[src/rtl/serial_cmd_frame_parser_pkg.sv]
// Shared ASCII constants, parser state encodings and a digit classifier,
// reused by the UART receiver and the other command parsers.
package serial_cmd_frame_parser_pkg;

    localparam logic [7:0] ASCII_ZERO = 8'h30;
    localparam logic [7:0] ASCII_NINE = 8'h39;

    localparam logic [1:0] ST_IDLE  = 2'd0;
    localparam logic [1:0] ST_FIELD = 2'd1;
    localparam logic [1:0] ST_DONE  = 2'd2;
    localparam logic [1:0] ST_ERR   = 2'd3;

    function automatic logic is_digit(input logic [7:0] b);
        return (b >= ASCII_ZERO) && (b <= ASCII_NINE);
    endfunction

endpackage

[src/rtl/serial_cmd_frame_parser_ascii_digit_accumulator.sv]
// Decimal accumulator for one fixed-width field. value is the running total
// including the digit being presented; it self-clears after the last digit.
module ascii_digit_accumulator #(
    parameter int DIGITS  = 2,
    parameter int FIELD_W = 7
) (
    input  logic               clock,
    input  logic               reset,
    input  logic               clear,
    input  logic               digit_valid,
    input  logic [3:0]         digit,
    output logic [FIELD_W-1:0] value,
    output logic               last_digit
);

    localparam int CNT_W = (DIGITS > 1) ? $clog2(DIGITS) : 1;

    logic [FIELD_W-1:0] acc;
    logic [CNT_W-1:0]   cnt;

    // acc*10 as shift-add; FIELD_W is sized so the full field never overflows
    assign value      = (acc << 3) + (acc << 1) + {{(FIELD_W-4){1'b0}}, digit};
    assign last_digit = digit_valid && (cnt == CNT_W'(DIGITS-1));

    always_ff @(posedge clock) begin
        if (reset || clear) begin
            acc <= '0;
            cnt <= '0;
        end else if (digit_valid) begin
            if (last_digit) begin
                acc <= '0;
                cnt <= '0;
            end else begin
                acc <= value;
                cnt <= cnt + CNT_W'(1);
            end
        end
    end

endmodule

[src/rtl/serial_cmd_frame_parser.sv]
// ASCII command-frame parser: command byte then NUM_FIELDS decimal fields,
// published atomically one clock after the final digit, with inter-byte timeout.
module serial_cmd_frame_parser
    import serial_cmd_frame_parser_pkg::*;
#(
    parameter int         NUM_FIELDS   = 3,
    parameter int         DIGITS       = 2,
    parameter int         FIELD_W      = 7,
    parameter logic [7:0] CMD_MIN      = 8'h30,
    parameter logic [7:0] CMD_MAX      = 8'h39,
    parameter int         TIMEOUT_CLKS = 50000
) (
    input  logic                          clock,
    input  logic                          reset,
    input  logic                          rx_valid,
    input  logic [7:0]                    rx_data,
    output logic [7:0]                    cmd,
    output logic [NUM_FIELDS*FIELD_W-1:0] fields,
    output logic                          frame_valid,
    output logic                          frame_error,
    output logic                          busy
);

    localparam int FC_W = (NUM_FIELDS > 1) ? $clog2(NUM_FIELDS) : 1;
    localparam int TO_W = $clog2(TIMEOUT_CLKS + 1);

    logic [1:0]                    state;
    logic [FC_W-1:0]               field_cnt;
    logic [TO_W-1:0]               timer;
    logic [7:0]                    cmd_shadow;
    logic [NUM_FIELDS*FIELD_W-1:0] shadow;
    logic [NUM_FIELDS*FIELD_W-1:0] next_fields;
    logic [FIELD_W-1:0]            acc_value;
    logic                          acc_last;
    logic                          digit_ok;
    logic                          cmd_ok;
    logic                          acc_digit_valid;
    logic                          last_field;
    logic                          timer_expired;

    assign digit_ok        = is_digit(rx_data);
    assign cmd_ok          = (rx_data >= CMD_MIN) && (rx_data <= CMD_MAX);
    assign acc_digit_valid = (state == ST_FIELD) && rx_valid && digit_ok;
    assign last_field      = (field_cnt == FC_W'(NUM_FIELDS-1));
    assign timer_expired   = (timer == TO_W'(TIMEOUT_CLKS-1));

    ascii_digit_accumulator #(
        .DIGITS  (DIGITS),
        .FIELD_W (FIELD_W)
    ) u_acc (
        .clock       (clock),
        .reset       (reset),
        .clear       (state != ST_FIELD),
        .digit_valid (acc_digit_valid),
        .digit       (rx_data[3:0]),
        .value       (acc_value),
        .last_digit  (acc_last)
    );

    // Shadow image with the field currently completing merged in
    always_comb begin
        next_fields = shadow;
        for (int i = 0; i < NUM_FIELDS; i++) begin
            if (field_cnt == FC_W'(i))
                next_fields[i*FIELD_W +: FIELD_W] = acc_value;
        end
    end

    always_ff @(posedge clock) begin
        if (reset) begin
            state      <= ST_IDLE;
            field_cnt  <= '0;
            timer      <= '0;
            cmd_shadow <= '0;
            shadow     <= '0;
            cmd        <= '0;
            fields     <= '0;
        end else begin
            case (state)
                ST_IDLE: begin
                    if (rx_valid && cmd_ok) begin
                        cmd_shadow <= rx_data;
                        field_cnt  <= '0;
                        timer      <= '0;
                        state      <= ST_FIELD;
                    end
                end
                ST_FIELD: begin
                    if (rx_valid) begin
                        timer <= '0;
                        if (!digit_ok) begin
                            state <= ST_ERR;
                        end else if (acc_last) begin
                            shadow <= next_fields;
                            if (last_field) begin
                                // publish together with the DONE pulse
                                cmd    <= cmd_shadow;
                                fields <= next_fields;
                                state  <= ST_DONE;
                            end else begin
                                field_cnt <= field_cnt + FC_W'(1);
                            end
                        end
                    end else if (timer_expired) begin
                        state <= ST_ERR;
                    end else begin
                        timer <= timer + TO_W'(1);
                    end
                end
                ST_DONE: state <= ST_IDLE;
                ST_ERR:  state <= ST_IDLE;
                default: state <= ST_IDLE;
            endcase
        end
    end

    assign frame_valid = (state == ST_DONE);
    assign frame_error = (state == ST_ERR);
    assign busy        = (state == ST_FIELD) || (state == ST_DONE);

endmodule

[config.mk]
export PLATFORM = sky130hd
export DESIGN_NAME = serial_cmd_frame_parser
export DESIGN_NICKNAME = d
export VERILOG_FILES = /design/src/rtl/serial_cmd_frame_parser_pkg.sv /design/src/rtl/serial_cmd_frame_parser_ascii_digit_accumulator.sv /design/src/rtl/serial_cmd_frame_parser.sv
export SDC_FILE = /design/constraint.sdc
export NUM_CORES = 1
export LEC_CHECK = 0
export ABC_AREA = 1
export BUFFER_PORTS_ARGS = -buffer_cell sky130_fd_sc_hd__clkbuf_2
export CORE_MARGIN = 1
export CORE_UTILIZATION = 55
export DETAILED_ROUTE_END_ITERATION = 10
export GPL_ROUTABILITY_DRIVEN = 0
export HOLD_SLACK_MARGIN = 0.1
export PLACE_DENSITY = 0.88
export SETUP_SLACK_MARGIN = 0.4
export SLEW_MARGIN = 20
export SYNTH_ARGS = -nofsm -noshare
export SYNTH_HDL_FRONTEND = slang
export SYNTH_SLANG_ARGS = --single-unit
[constraint.sdc]
create_clock -name clock -period 2.9 [get_ports clock]
set_input_delay 0.145 -clock clock [delete_from_list [all_inputs] [get_ports clock]]
set_output_delay 0.145 -clock clock [all_outputs]
set_load 0.01 [all_outputs]
**Yosys cells after proc, flatten, opt, wreduce, memory -nomap -nowiden**

Cells that the tools add are included.
Widths: inputs -> output; s select.

- Word-level logic and storage cells: 71
- Memory bits (read-only): 0
- Register bits after elaboration: 85
- Output and inout port bits: 32
- Bits in latches: 0
- RAM bits: 0
- Memories: 0

- Mux-type cells: 22
- Reduce and logical (&&, ||, !) cells: 17
- Bitwise gates (word level): 0
- Shifts and indexed selects: 0
- $lt $le $gt $ge: 2
- Multipliers: 0
- Div/mod/pow operators: 0
- Add/subtract/negate cells: 5
- Equality and inequality tests: 16

Operators by type and width:

| operator | number |
|---|---|
| $mux 16 | 3 |
| $pmux 16 s2 | 1 |
| $mux 2 | 11 |
| $mux 7 | 3 |
| $add 16x1->16 const B | 1 |
| $eq 16x16->1 const B | 1 |
| $ne 2x2->1 const B | 5 |
| $ge 8x6->1 const B | 1 |
| $le 8x6->1 const B | 1 |
| $ne 4x4->1 const B | 2 |
| $reduce_and 4->1 | 2 |
| $add 7x4->7 | 1 |
| $add 7x7->7 | 1 |
| $eq 2x2->1 const B | 3 |
| $mux 6 | 1 |
| $ne 3x3->1 const B | 2 |
| $pmux 2 s3 | 1 |
| $reduce_and 6->1 | 1 |
| $logic_and 1x1->1 | 5 |
| $reduce_and 5->1 | 1 |
| $eq 2x1->1 const B | 2 |
| $logic_not 2->1 | 2 |
| $pmux 2 s2 | 1 |
| $reduce_and 3->1 | 1 |
| 8 further kinds | 9 |

**Logic depth before layout (Yosys ltp)**

Gate-level depths: netlist of the first run.

- Word-level depth: 8
- Mapped depth: 12

**Hierarchy**

Synthesis of the first run repeated with hierarchy kept, for this count alone.

- Cells, all modules: 546
- Area, all modules: 3865.0 µm²

Modules (own cells, without submodules):

| module | area an instance (µm²) | seq. area each (µm²) | instances | cells each |
|---|---|---|---|---|
| serial_cmd_frame_parser | 3320.7 | 1421.4 | 1 | 472 |
| ascii_digit_accumulator | 544.3 | 140.1 | 1 | 74 |

**Least setup slack after synthesis of the first run**

No wires, ideal clock.

- Path type: reg-to-reg
- From: reg u_acc.acc[0]
- To: reg shadow[11]
- Arrival: 2.035 ns
- Required time: 2.829 ns
- Cell stages (with the launch flop): 11
- Buffers on the path: 0
- Slack: 0.795 ns
- Setup time: 0.071 ns
- Path through: dfxtp_1 > inv_1 > fa_1 > inv_1 > fa_1 > inv_1 > nand2_1 > and2_1 > o21ai_0 > nand2_1 > a21oi_1

- Cells in the longest elaborated chain, start to end: 3

Ends and longest elaborated chain:

| item | RTL line | text |
|---|---|---|
| start, declared | serial_cmd_frame_parser_ascii_digit_accumulator.sv:18 | `logic [FIELD_W-1:0] acc;` |
| start signal, assigned | serial_cmd_frame_parser_ascii_digit_accumulator.sv:34 | `acc <= value;` |
| $add 7x7->7 | serial_cmd_frame_parser_ascii_digit_accumulator.sv:22 | `assign value = (acc << 3) + (acc << 1) + {{(FIELD_W-4){1'b0}}, digit};` |
| $add 7x4->7 | serial_cmd_frame_parser_ascii_digit_accumulator.sv:22 |  |
| $mux 7 | serial_cmd_frame_parser.sv:64 | `if (field_cnt == FC_W'(i))` |
| end signal, assigned | serial_cmd_frame_parser.sv:94 | `shadow <= next_fields;` |
| end, declared | serial_cmd_frame_parser.sv:31 | `logic [NUM_FIELDS*FIELD_W-1:0] shadow;` |

Every way passes these cells.
A chain may end at the register's enable or synchronous reset.

**Worst setup path in the final report of the first run**

- From: in rx_data[3]
- To: reg fields[18]

- Cells in the longest elaborated chain, start to end: 5

Ends and longest elaborated chain:

| item | RTL line | text |
|---|---|---|
| start, declared | serial_cmd_frame_parser.sv:16 | `input logic [7:0] rx_data,` |
| $ge 8x6->1 / $le 8x6->1 (equally long branches) | serial_cmd_frame_parser_pkg.sv:14 | `return (b >= ASCII_ZERO) && (b <= ASCII_NINE);` |
| $logic_and 1x1->1 | serial_cmd_frame_parser_pkg.sv:14 |  |
| $logic_and 1x1->1 | serial_cmd_frame_parser.sv:43 | `assign acc_digit_valid = (state == ST_FIELD) && rx_valid && digit_ok;` |
| $logic_and 1x1->1 | serial_cmd_frame_parser_ascii_digit_accumulator.sv:23 | `assign last_digit = digit_valid && (cnt == CNT_W'(DIGITS-1));` |
| $reduce_and 5->1 (no line) | - |  |
| end signal, assigned | serial_cmd_frame_parser.sv:98 | `fields <= next_fields;` |
| end, declared | serial_cmd_frame_parser.sv:18 | `output logic [NUM_FIELDS*FIELD_W-1:0] fields,` |

Several ways; a longest one is shown, not always the timed one.

==> results of run 1 <==
## where the power goes
| part | leakage [µW] | total (µW) | internal, µW | switching, µW |
|---|---|---|---|---|
| combinational | 0.00124 | 433 | 129 | 304 |
| clock | 0.000110 | 932 | 514 | 418 |
| sequential | 0.000629 | 1120 | 1100 | 23.3 |
| total | 0.00198 | 2490 | 1740 | 745 |
## metal layers
metal	GRT usage, %	wire length [µm]	vias to the layer above
li1	-	-	1858
met1	26.8	3730	1645
met2	45.0	4380	111
met3	6.57	414	25
met4	12.4	250	0
met5	0	0	-
## worst register-to-register path: cells and delay by family, from the launching register on
kind,cells,cell delay (ns)
and+or+nand+nor,6,0.92
buffers and inverters,3,0.56
adders and majority gates,1,0.38
DFF,1,0.34
## per-stage QoR
stage               util (%)  worst slack [ns]  hold slack, ns  total power [µW]  cells
floorplan                  -             0.795           0.289              1470    567
global placement        60.7             0.666           0.432              1550    687
detailed placement      60.7             0.493           0.440              1570    687
CTS                     64.2             0.485           0.108              2490    704
global route            64.5             0.368           0.107              2600    704
finish                  64.5             0.484           0.114              2490    704
## worst max-delay path by stage
| stage | slack, ns | start | end | depth (start not counted) |
|---|---|---|---|---|
| CTS | 0.48 | state[1]$_SDFFE_PP0P_ | timer[1]$_SDFFE_PP0P_ | 9 |
| finish | 0.48 | rx_data[3] | fields[18]$_SDFFE_PP0P_ | 12 |
| global route | 0.37 | rx_data[3] | fields[18]$_SDFFE_PP0P_ | 12 |
| floorplan | 0.79 | u_acc.acc[0]$_SDFFE_PP0N_ | shadow[11]$_SDFFE_PP0P_ | 10 |
| detailed placement | 0.49 | state[1]$_SDFFE_PP0P_ | timer[1]$_SDFFE_PP0P_ | 9 |
| global placement | 0.67 | state[1]$_SDFFE_PP0P_ | timer[15]$_SDFFE_PP0P_ | 10 |
## final cells by class
class | count | area share, %
clock inverters | 6 | 2.10
flip-flops and latches | 78 | 35.4
multi-input cells | 400 | 45.5
repair buffers | 44 | 5.17
inverters | 70 | 5.99
well taps | 96 | 2.73
clock buffers | 10 | 3.12
## what timing repair did
| item | CTS | global route |
|---|---|---|
| hold buffers | 1 | 0 |
| endpoints found under the setup margin | 0 | 17 |
| resized for setup | 0 | 7 |
| hold endpoints to repair | 1 | 0 |
## cell usage in the layout, fill, tap and decap left out, types with 2 or more instances in the layout
cell type   instances
nor2_1            111
nand3_2             2
clkinvlp_4          2
bufinv_16           2
nand4_1             5
o21ai_2             6
ha_1               16
nand3_4             2
a21oi_1            34
nand2_1           122
nand2_2             2
fa_1                2
o21a_1              2
clkbuf_2           42
clkbuf_8           10
or2_2               3
inv_1              68
o21ai_0            30
nand3_1            32
inv_6               2
dfxtp_1            78
nor3_1              5
o21ai_1            14
## flip-flops by register name, summed over array words and instances (netlist names)
| register | cells |
|---|---|
| timer | 16 |
| fields | 21 |
| u_acc.acc | 6 |
| shadow | 14 |
| u_acc.cnt | 1 |
| field_cnt | 2 |
| cmd | 8 |
| state | 2 |
| cmd_shadow | 8 |
## kinds of logic after synthesis
logic type               after synthesis
AND/OR/NAND/NOR                      289
AO/OA/AOI/OAI                         90
buffers and inverters                 89
flip-flops                            78
adder cells (fa/ha/maj)               18
XOR/XNOR                               3
==> results.md, run 1 <==
- Outcome: finished clean
- Top-count cell post-synth: nand2_1
- Hold Path Class: in -> reg
- Clock buffer depth: 2
- Ant. Diodes: 0
- Clk sink count: 78
- Largest net degree at the start of global routing: 36
- Worst setup SP type: primary input
- Top cell type's share of synthesized area: between 30 and 40%
- Setup Skew: just under 0.007 ns
- Fillers: about 620
- R2R Setup Slk: roughly 0.59 ns
- Unrepaired setup endpoints after global routing: yes
- Synth area leaders: dfxtp_1 40%, nand2_1 12%, nor2_1 11%, inv_1 6.5%, ha_1 5.1%
- Row Count: 30
- Multi-input gate area: around 2000 µm²
- Cell family with most CP delay: buffers and inverters
- Final instance area: approximately 4400 µm²
- Synth Cell Area: slightly below 4000 µm²
- Die width: between 80 and 90 µm
- Total global-route track usage: between 20% and 30%
- Layout cell share with drive strength beyond 1: 13.3%
- Synth cell types: 33
- Area growth, synth to finish: 12.1%
- Reg area: between 1500 and 2000 µm²
- Finish-stage setup viols: 0
- WP data required: around 3.1 ns
- Synth async-reset ratio: 0%
- Initial core utilization: about 58%
- CTS root buf: clkbuf_8
- Largest area contributor in the netlist: dfxtp_1
- R2R depth: 10
- Hold Path Depth: 3
- Die area: between 7000 and 8000 µm²
- PD cells: 564 nW/µm²
- Fin crit period: approximately 2.4 ns
- Max incr delay on CP: around 0.54 ns
- Relative slew slack: 50.8%
- Postcts setup bufs: 0
- Syn Nets: between 500 and 600
- Worst Hold Path EP: cmd_shadow[1]$_SDFFE_PP0P_
- Hpwl dp: approximately 6200 µm
- Synth Area in Adders: under 10%
- Cells after synthesis: between 500 and 600
- Sequential area share after synthesis: around two fifths
- Worst R2R Start: state[1]$_SDFFE_PP0P_
- Largest family of logic cells by synthesized area: simple AND/OR/NAND/NOR gates
- CP Data Arrival Time: 2.64 ns
- Synthesized flop and latch total: 78
- Fin crit share: 83.3%
- Post-synth EDFFs: 0
- WP buf/inv: 6
- Post-Route WL: 8770 µm
- Cell mode on critical path: inv_1
- Initial DRC count: 207
- Worst-Margin Slew: 0.737 ns
- Drt drc: 0
- Number of buffers created by CTS: 9
- Crit-path slowest cell: dlygate4sd3_1
- # IOs: 43
- Main flop type after synthesis: dfxtp_1
- Grt ovf: 0
- Post-synthesis mux area share: 0%
- Nets: 632
- Critical Path Fanout Max: 3
- DRT antenna net count: 0
- Initial antenna violation count: 0
- WL per Instance: between 10 and 15 µm
- Final Hold Vio Count: 0
- Leakage power: about 0.002 µW
- FMAX: between 0.4 and 0.5 GHz
- Syn Area/Cell: a little under 7 µm²
- Max-slew violations: 0
- Post-synthesis compound-gate area fraction: 12.4%
- Reg2reg end: timer[15]$_SDFFE_PP0P_
- Setup CP Type: in -> reg
- Yosys synthesis warning count: 0
- Vias: around 3600
- Clk_lat worst skew: ~0.36 ns
- Port Buffers: between 40 and 50
- Max cap viols: 0
- Worst setup EP type: flip-flop
- DRT Pass-1 Iters: 5
- Synth cell count leaders: 123 x nand2_1, 111 x nor2_1, 78 x dfxtp_1
- Core area: 6830 µm²
- Die Y: 86.5 µm
- H-tree depth: 3
- Synth Area in XOR/XNOR: 0.669%
- Worst vdd ir: 0.306 mV
- TNS Setup: 0 ns
- Vias in the first global route: around 3500
- Hold path startpoint: rx_data[1]
- First-pass GRT wire length: 14500 µm
- Post-DR vias/cell: between 5 and 6
- Area post-placement: 4150 µm²
- Post-Synth Simple-Gate Area: between 30% and 40%
- Clock Pin Slew Worst Setup and Hold Paths: about 0.08 ns
- CTS tree: yes
- Cell Chain, Critical Path: dlygate4sd3_1, clkbuf_2, inv_1, fa_1, inv_1, fa_1, inv_1, or2_2, and2_1, inv_1, nor2_1, nor3_1
No activity file was read; power rests on OpenSTA's default activity.
==> inputs of run 2 (changes only) <==
clock period = 2.3 ns   (was 2.9 ns; I/O delays follow)
==> results.md, run 2 (same netlist as run 1, synthesis figures left out) <==
- Fin crit share: 92.8%
- Max reg flops: 21 (unchanged)
- Post-DR vias/cell: 5.26 (+1.7%)
- Nets: 649 (+2.7%)
- Finish-stage setup viols: 0 (unchanged)
- Number of buffers created by CTS: 9 (unchanged)
- Die width: 86.5 µm (unchanged)
- Total global-route track usage: 25.3% (+0.43 points)
- Vias in the first global route: 3476 (+0.46%)
- Grt ovf: 0 (unchanged)
- Number of cells on the critical path: 11 (-1)
- Row Count: 30 (unchanged)
- Initial antenna violation count: 0 (unchanged)
- # IOs: 43 (unchanged)
- Die area: 7490 µm² (unchanged)
- Crit-path slowest cell: fa_1
- Clk sink count: 78 (unchanged)
- Initial core utilization: 57.5% (unchanged)
- Layout cell share with drive strength beyond 1: 21.1% (+7.8 points)
- Setup CP Type: reg -> reg
- Hold Path Class: in -> reg
- Worst setup SP type: flip-flop
- PD cells: 665 nW/µm² (+18%)
- Area growth, synth to finish: 19.8%
- Largest net degree at the start of global routing: 29 (-19%)
- WL per Instance: 12.9 µm (+3.2%)
- Clk_lat worst skew: 0.36 ns (about the same)
- First-pass GRT wire length: 14800 µm (+2.2%)
- Worst-Margin Slew: 0.583 ns (-0.154 ns)
- Clock Pin Slew Worst Setup and Hold Paths: 0.09 ns (about the same)
- CTS root buf: clkbuf_8
- Largest registers: fields (21), timer (16), shadow (14)
- CP Data Arrival Time: 2.40 ns (-0.24 ns)
- Drt drc: 0 (unchanged)
- Cell family with most CP delay: adder cells
- Max incr delay on CP: 0.55 ns (about the same)
- TNS Setup: 0 ns (unchanged)
- Hpwl dp: 6200 µm (-0.75%)
- Max-slew violations: 0 (unchanged)
- Fin crit period: approximately 2.1 ns
- Worst vdd ir: 0.314 mV (+2.5%)
- DRT antenna net count: 0 (unchanged)
- Largest Register: fields
- WP buf/inv: 3 (-3)
- Setup Skew: 0.0103 ns (+0.00356 ns)
- Leakage power: 0.00207 µW (+4.5%)
- Vias: 3791 (+4.2%)
- Hold Path Depth: 4 (+1)
- WP data required: 2.56 ns (-0.57 ns)
- Clock buffer depth: 2 (unchanged)
- DP Cell Count: 694 (+1.0%)
- Pwr Total: 3130 µW (+26%)
- Initial DRC count: 223 (+7.7%)
- Relative slew slack: 61.2% (+10 points)
- Critical Path Fanout Max: 4 (+1)
- Die Y: 86.5 µm (unchanged)
- DRT Pass-1 Iters: 5 (unchanged)
- Port Buffers: 42 (unchanged)
- Unrepaired setup endpoints after global routing: yes
- Outcome: finished clean
- H-tree depth: 3 (unchanged)
- Core area: 6830 µm² (unchanged)
- Most common cell after layout, fill and taps aside: nand2_1
- Layout Cells excl Fill: 721 (+2.4%)
- CTS tree: yes
- Most frequent cells in the layout: 115 x nand2_1, 111 x nor2_1, 73 x dfxtp_1
- Max cap viols: 0 (unchanged)
- Cell Chain, Critical Path: inv_2, fa_1, inv_2, ha_1, a21oi_2, nand2_2, xor2_4, nand2_1, nand2_2, o21ai_2, inv_1
- FMAX: about 0.47 GHz
- Post-Route WL: 9270 µm (+5.7%)
- Worst setup EP type: flip-flop
- Ant. Diodes: 0 (unchanged)
- R2R depth: 11 (+1)
- Final Hold Vio Count: 0 (unchanged)
## run 2: layout make-up
| cell class | count | area [µm²] |
|---|---|---|
| multi-input cells | 400 | 2170 |
| fillers | 548 | 2120 |
| flip-flops and latches | 78 | 1570 |
| repair buffers | 61 | 383 |
| inverters | 70 | 267 |
| clock buffers | 9 | 124 |
| well taps | 96 | 120 |
| clock inverters | 7 | 77.6 |
## run 2: where the power goes
group / leakage (µW) / switching [µW] / total (µW) / internal (µW)
Sequential: 0.000631 / 33.0 / 1420 / 1390
Combinational: 0.00134 / 424 / 645 / 222
Clock: 0.000101 / 551 / 1070 / 515
Total: 0.00207 / 1010 / 3130 / 2120
## run 2: metal layers
metal	global-route usage, %	share of wire, %
met5	0	0
met4	14.1	3.0
met3	3.62	5.2
met2	47.3	51
met1	27.3	41
## run 2: path summary, 6_finish.rpt
check                       startpoint                      to  slack (ns)
max          u_acc.acc[0]$_SDFFE_PP0N_  shadow[5]$_SDFFE_PP0P_        0.17
min                           rx_valid   timer[4]$_SDFFE_PP0P_        0.13
max reg2reg  u_acc.acc[0]$_SDFFE_PP0N_  shadow[5]$_SDFFE_PP0P_        0.17
min reg2reg     shadow[7]$_SDFFE_PP0P_  shadow[7]$_SDFFE_PP0P_        0.45
## run 2: timing repair
| item | CTS | global route |
|---|---|---|
| endpoints found under the hold margin | 5 | 0 |
| cloned | 0 | 0 |
| resized for setup | 29 | 26 |
| setup buffers | 3 | 4 |
| hold buffers | 4 | 0 |
| pin swaps | 24 | 8 |
| endpoints found under the setup margin | 50 | 48 |
## run 2: per-stage QoR
stage,setup WS (ns),util (%),hold WS (ns),instance area (µm²)
6_report,0.166,68.9,0.134,4710
5_1_grt,0.0783,68.9,0.162,4710
4_1_cts,0.314,67.0,0.132,4580
3_5_place_dp,0.175,61.9,0.437,4230
3_3_place_gp,0.267,61.9,0.430,4230
2_1_floorplan,0.401,-,0.259,3940
## run 2: worst register-to-register path, cell delays in order, from the launching register on
cell     delay (ns)
dfxtp_2        0.35
inv_2          0.04
fa_1           0.55
inv_2          0.07
ha_1           0.21
a21oi_2        0.16
nand2_2        0.10
xor2_4         0.18
nand2_1        0.11
nand2_2        0.08
o21ai_2        0.13
inv_1          0.06
==> inputs of run 3 (changes only) <==
CORE_UTILIZATION = 58   (was 55)
MAX_ROUTING_LAYER = met4   (was unset)
PLACE_DENSITY = 0.91   (was 0.88)
==> results.md, run 3 (same netlist as run 1, synthesis figures left out) <==
- H-tree depth: 3 (unchanged)
- Finish-stage setup viols: 0 (unchanged)
- CTS tree: yes
- Final instance area: 4710 µm² (+0.16%)
- Hold path startpoint: rx_data[3]
- Crit-path slowest cell: fa_1
- Largest net degree at the start of global routing: 40 (+38%)
- Setup CP Type: reg -> reg
- Initial antenna violation count: 0 (unchanged)
- Max reg flops: 21 (unchanged)
- Grt ovf: 0 (unchanged)
- WP data required: 2.54 ns (-0.02 ns)
- Row Count: 29 (-3.3%)
- Die Y: 84.3 µm (-2.6%)
- Worst setup SP type: flip-flop
- WL per Instance: 15.1 µm (+17%)
- Max incr delay on CP: 0.52 ns (-0.03 ns)
- Nets: 651 (+0.31%)
- Critical Path Start: u_acc.acc[0]$_SDFFE_PP0N_
- Fin crit period: 2.11 ns (-0.0250 ns)
- Hold_ws: 0.109 ns (-0.0257 ns)
- Largest Register: fields
- Initial DRC count: 348 (+56%)
- Max-slew violations: 0 (unchanged)
- Vias in the first global route: 3696 (+6.3%)
- TNS Setup: 0 ns (unchanged)
- WP buf/inv: 4 (+1)
- Core area: 6460 µm² (-5.5%)
- Max cap viols: 0 (unchanged)
- Clk sink count: 78 (unchanged)
- Most common cell after layout, fill and taps aside: nand2_1
- Hpwl dp: 6600 µm (+6.6%)
- Cell Chain, Critical Path: inv_2, fa_1, inv_2, fa_2, inv_2, or2_4, and2_4, inv_2, nor2_2, nor3_2
- Final Hold Vio Count: 0 (unchanged)
- Most frequent cells in the layout: 111 x nand2_1, 106 x nor2_1, 74 x dfxtp_1
- Fin crit share: 91.7% (-1.1 points)
- Hold Path Class: in -> reg
- Unrepaired setup endpoints after global routing: yes
- Post-Route WL: 10600 µm (+14%)
- Cell mode on critical path: inv_2
- Ant. Diodes: 0 (unchanged)
- Total global-route track usage: 29.4% (+4.1 points)
- Pwr Total: 3050 µW (-2.7%)
- Number of buffers created by CTS: 9 (unchanged)
- Worst vdd ir: 0.398 mV (+27%)
- Die area: 7110 µm² (-5.1%)
- Leakage power: 0.00206 µW (-0.30%)
- Relative slew slack: 63.8% (+2.7 points)
- Port Buffers: 42 (unchanged)
- Critical Path Fanout Max: 3 (-1)
- PD cells: 646 nW/µm² (-2.8%)
- DRT antenna net count: 0 (unchanged)
- Clk_lat worst skew: 0.36 ns (about the same)
- Area post-placement: 4190 µm² (-0.86%)
- Clock buffer depth: 2 (unchanged)
- First-pass GRT wire length: 16100 µm (+8.9%)
- Setup Skew: 0.00865 ns (-0.00166 ns)
- # IOs: 43 (unchanged)
- Initial core utilization: 60.8% (+3.3 points)
- Largest registers: fields (21), timer (16), shadow (14)
- Cell family with most CP delay: adder cells
- Vias: 4055 (+7.0%)
- Die width: 84.3 µm (-2.6%)
- CP Data Arrival Time: 2.35 ns (-0.05 ns)
- Worst R2R Start: u_acc.acc[0]$_SDFFE_PP0N_
- DRT Pass-1 Iters: 10 (+5)
- FMAX: 0.474 GHz (+1.2%)
- Outcome: finished, violations left
- CTS root buf: clkbuf_8
- Post-DR vias/cell: 5.76 (+9.5%)
- Area growth, synth to finish: 20.0%
- Worst-Margin Slew: 0.540 ns (-0.0423 ns)
- Worst setup EP type: flip-flop
- Clock Pin Slew Worst Setup and Hold Paths: 0.09 ns (about the same)
- Drt drc: 5 (+5)
- Layout cell share with drive strength beyond 1: 23.0% (+1.8 points)
- Failing checks: design-rule violations
-- run 3: area by class of cell --
type                    instances  area [µm²]
clock buffers                  10         138
inverters                      70         273
well taps                      77        96.3
multi-input cells             400        2210
fillers                       471        1740
repair buffers                 63         382
clock inverters                 6        46.3
flip-flops and latches         78        1570
-- run 3: path summary, 6_finish.rpt --
kind / end / slack, ns / cells past startpoint
setup / recovery: fields[18]$_SDFFE_PP0P_ / 0.19 / 10
hold / removal: cmd_shadow[3]$_SDFFE_PP0P_ / 0.11 / 3
setup reg to reg: fields[18]$_SDFFE_PP0P_ / 0.19 / 10
hold reg to reg: shadow[7]$_SDFFE_PP0P_ / 0.45 / 2
-- run 3: power by group --
| group | switching (µW) | internal, µW | total (µW) |
|---|---|---|---|
| Clock | 536 | 426 | 962 |
| Sequential | 35.2 | 1390 | 1420 |
| Combinational | 441 | 221 | 662 |
| Total | 1010 | 2030 | 3050 |
-- run 3: worst register-to-register path: cells and delay by family, from the launching register on --
family / cells / cell delay, ns
adders and majority gates: 2 / 0.91
buffers and inverters: 4 / 0.26
and+or+nand+nor: 4 / 0.48
DFF: 1 / 0.35
-- run 3: timing repair --
action	4_1_cts	5_1_grt
pin swaps	18	15
endpoints found under the hold margin	6	0
setup endpoints to repair	53	52
hold buffers	4	0
buffers inserted	5	4
gates cloned	0	0
resized for setup	31	37
-- run 3: per-layer routing --
metal	vias to the layer above	part of all wire, %	GRT usage, %
li1	1899	-	-
met1	1884	37	30.8
met2	212	53	54.4
met3	60	5.5	6.78
met4	0	4.3	9.56
met5	-	0	-
-- run 3: per-stage QoR --
| step | setup slack (ns) | util [%] | cells |
|---|---|---|---|
| after detailed placement | 0.162 | 64.9 | 675 |
| final | 0.191 | 73.0 | 704 |
| after global routing | 0.132 | 73.0 | 704 |
| after floorplan | 0.401 | - | 567 |
| after global placement | 0.257 | 64.9 | 675 |
| after CTS | 0.276 | 70.4 | 700 |
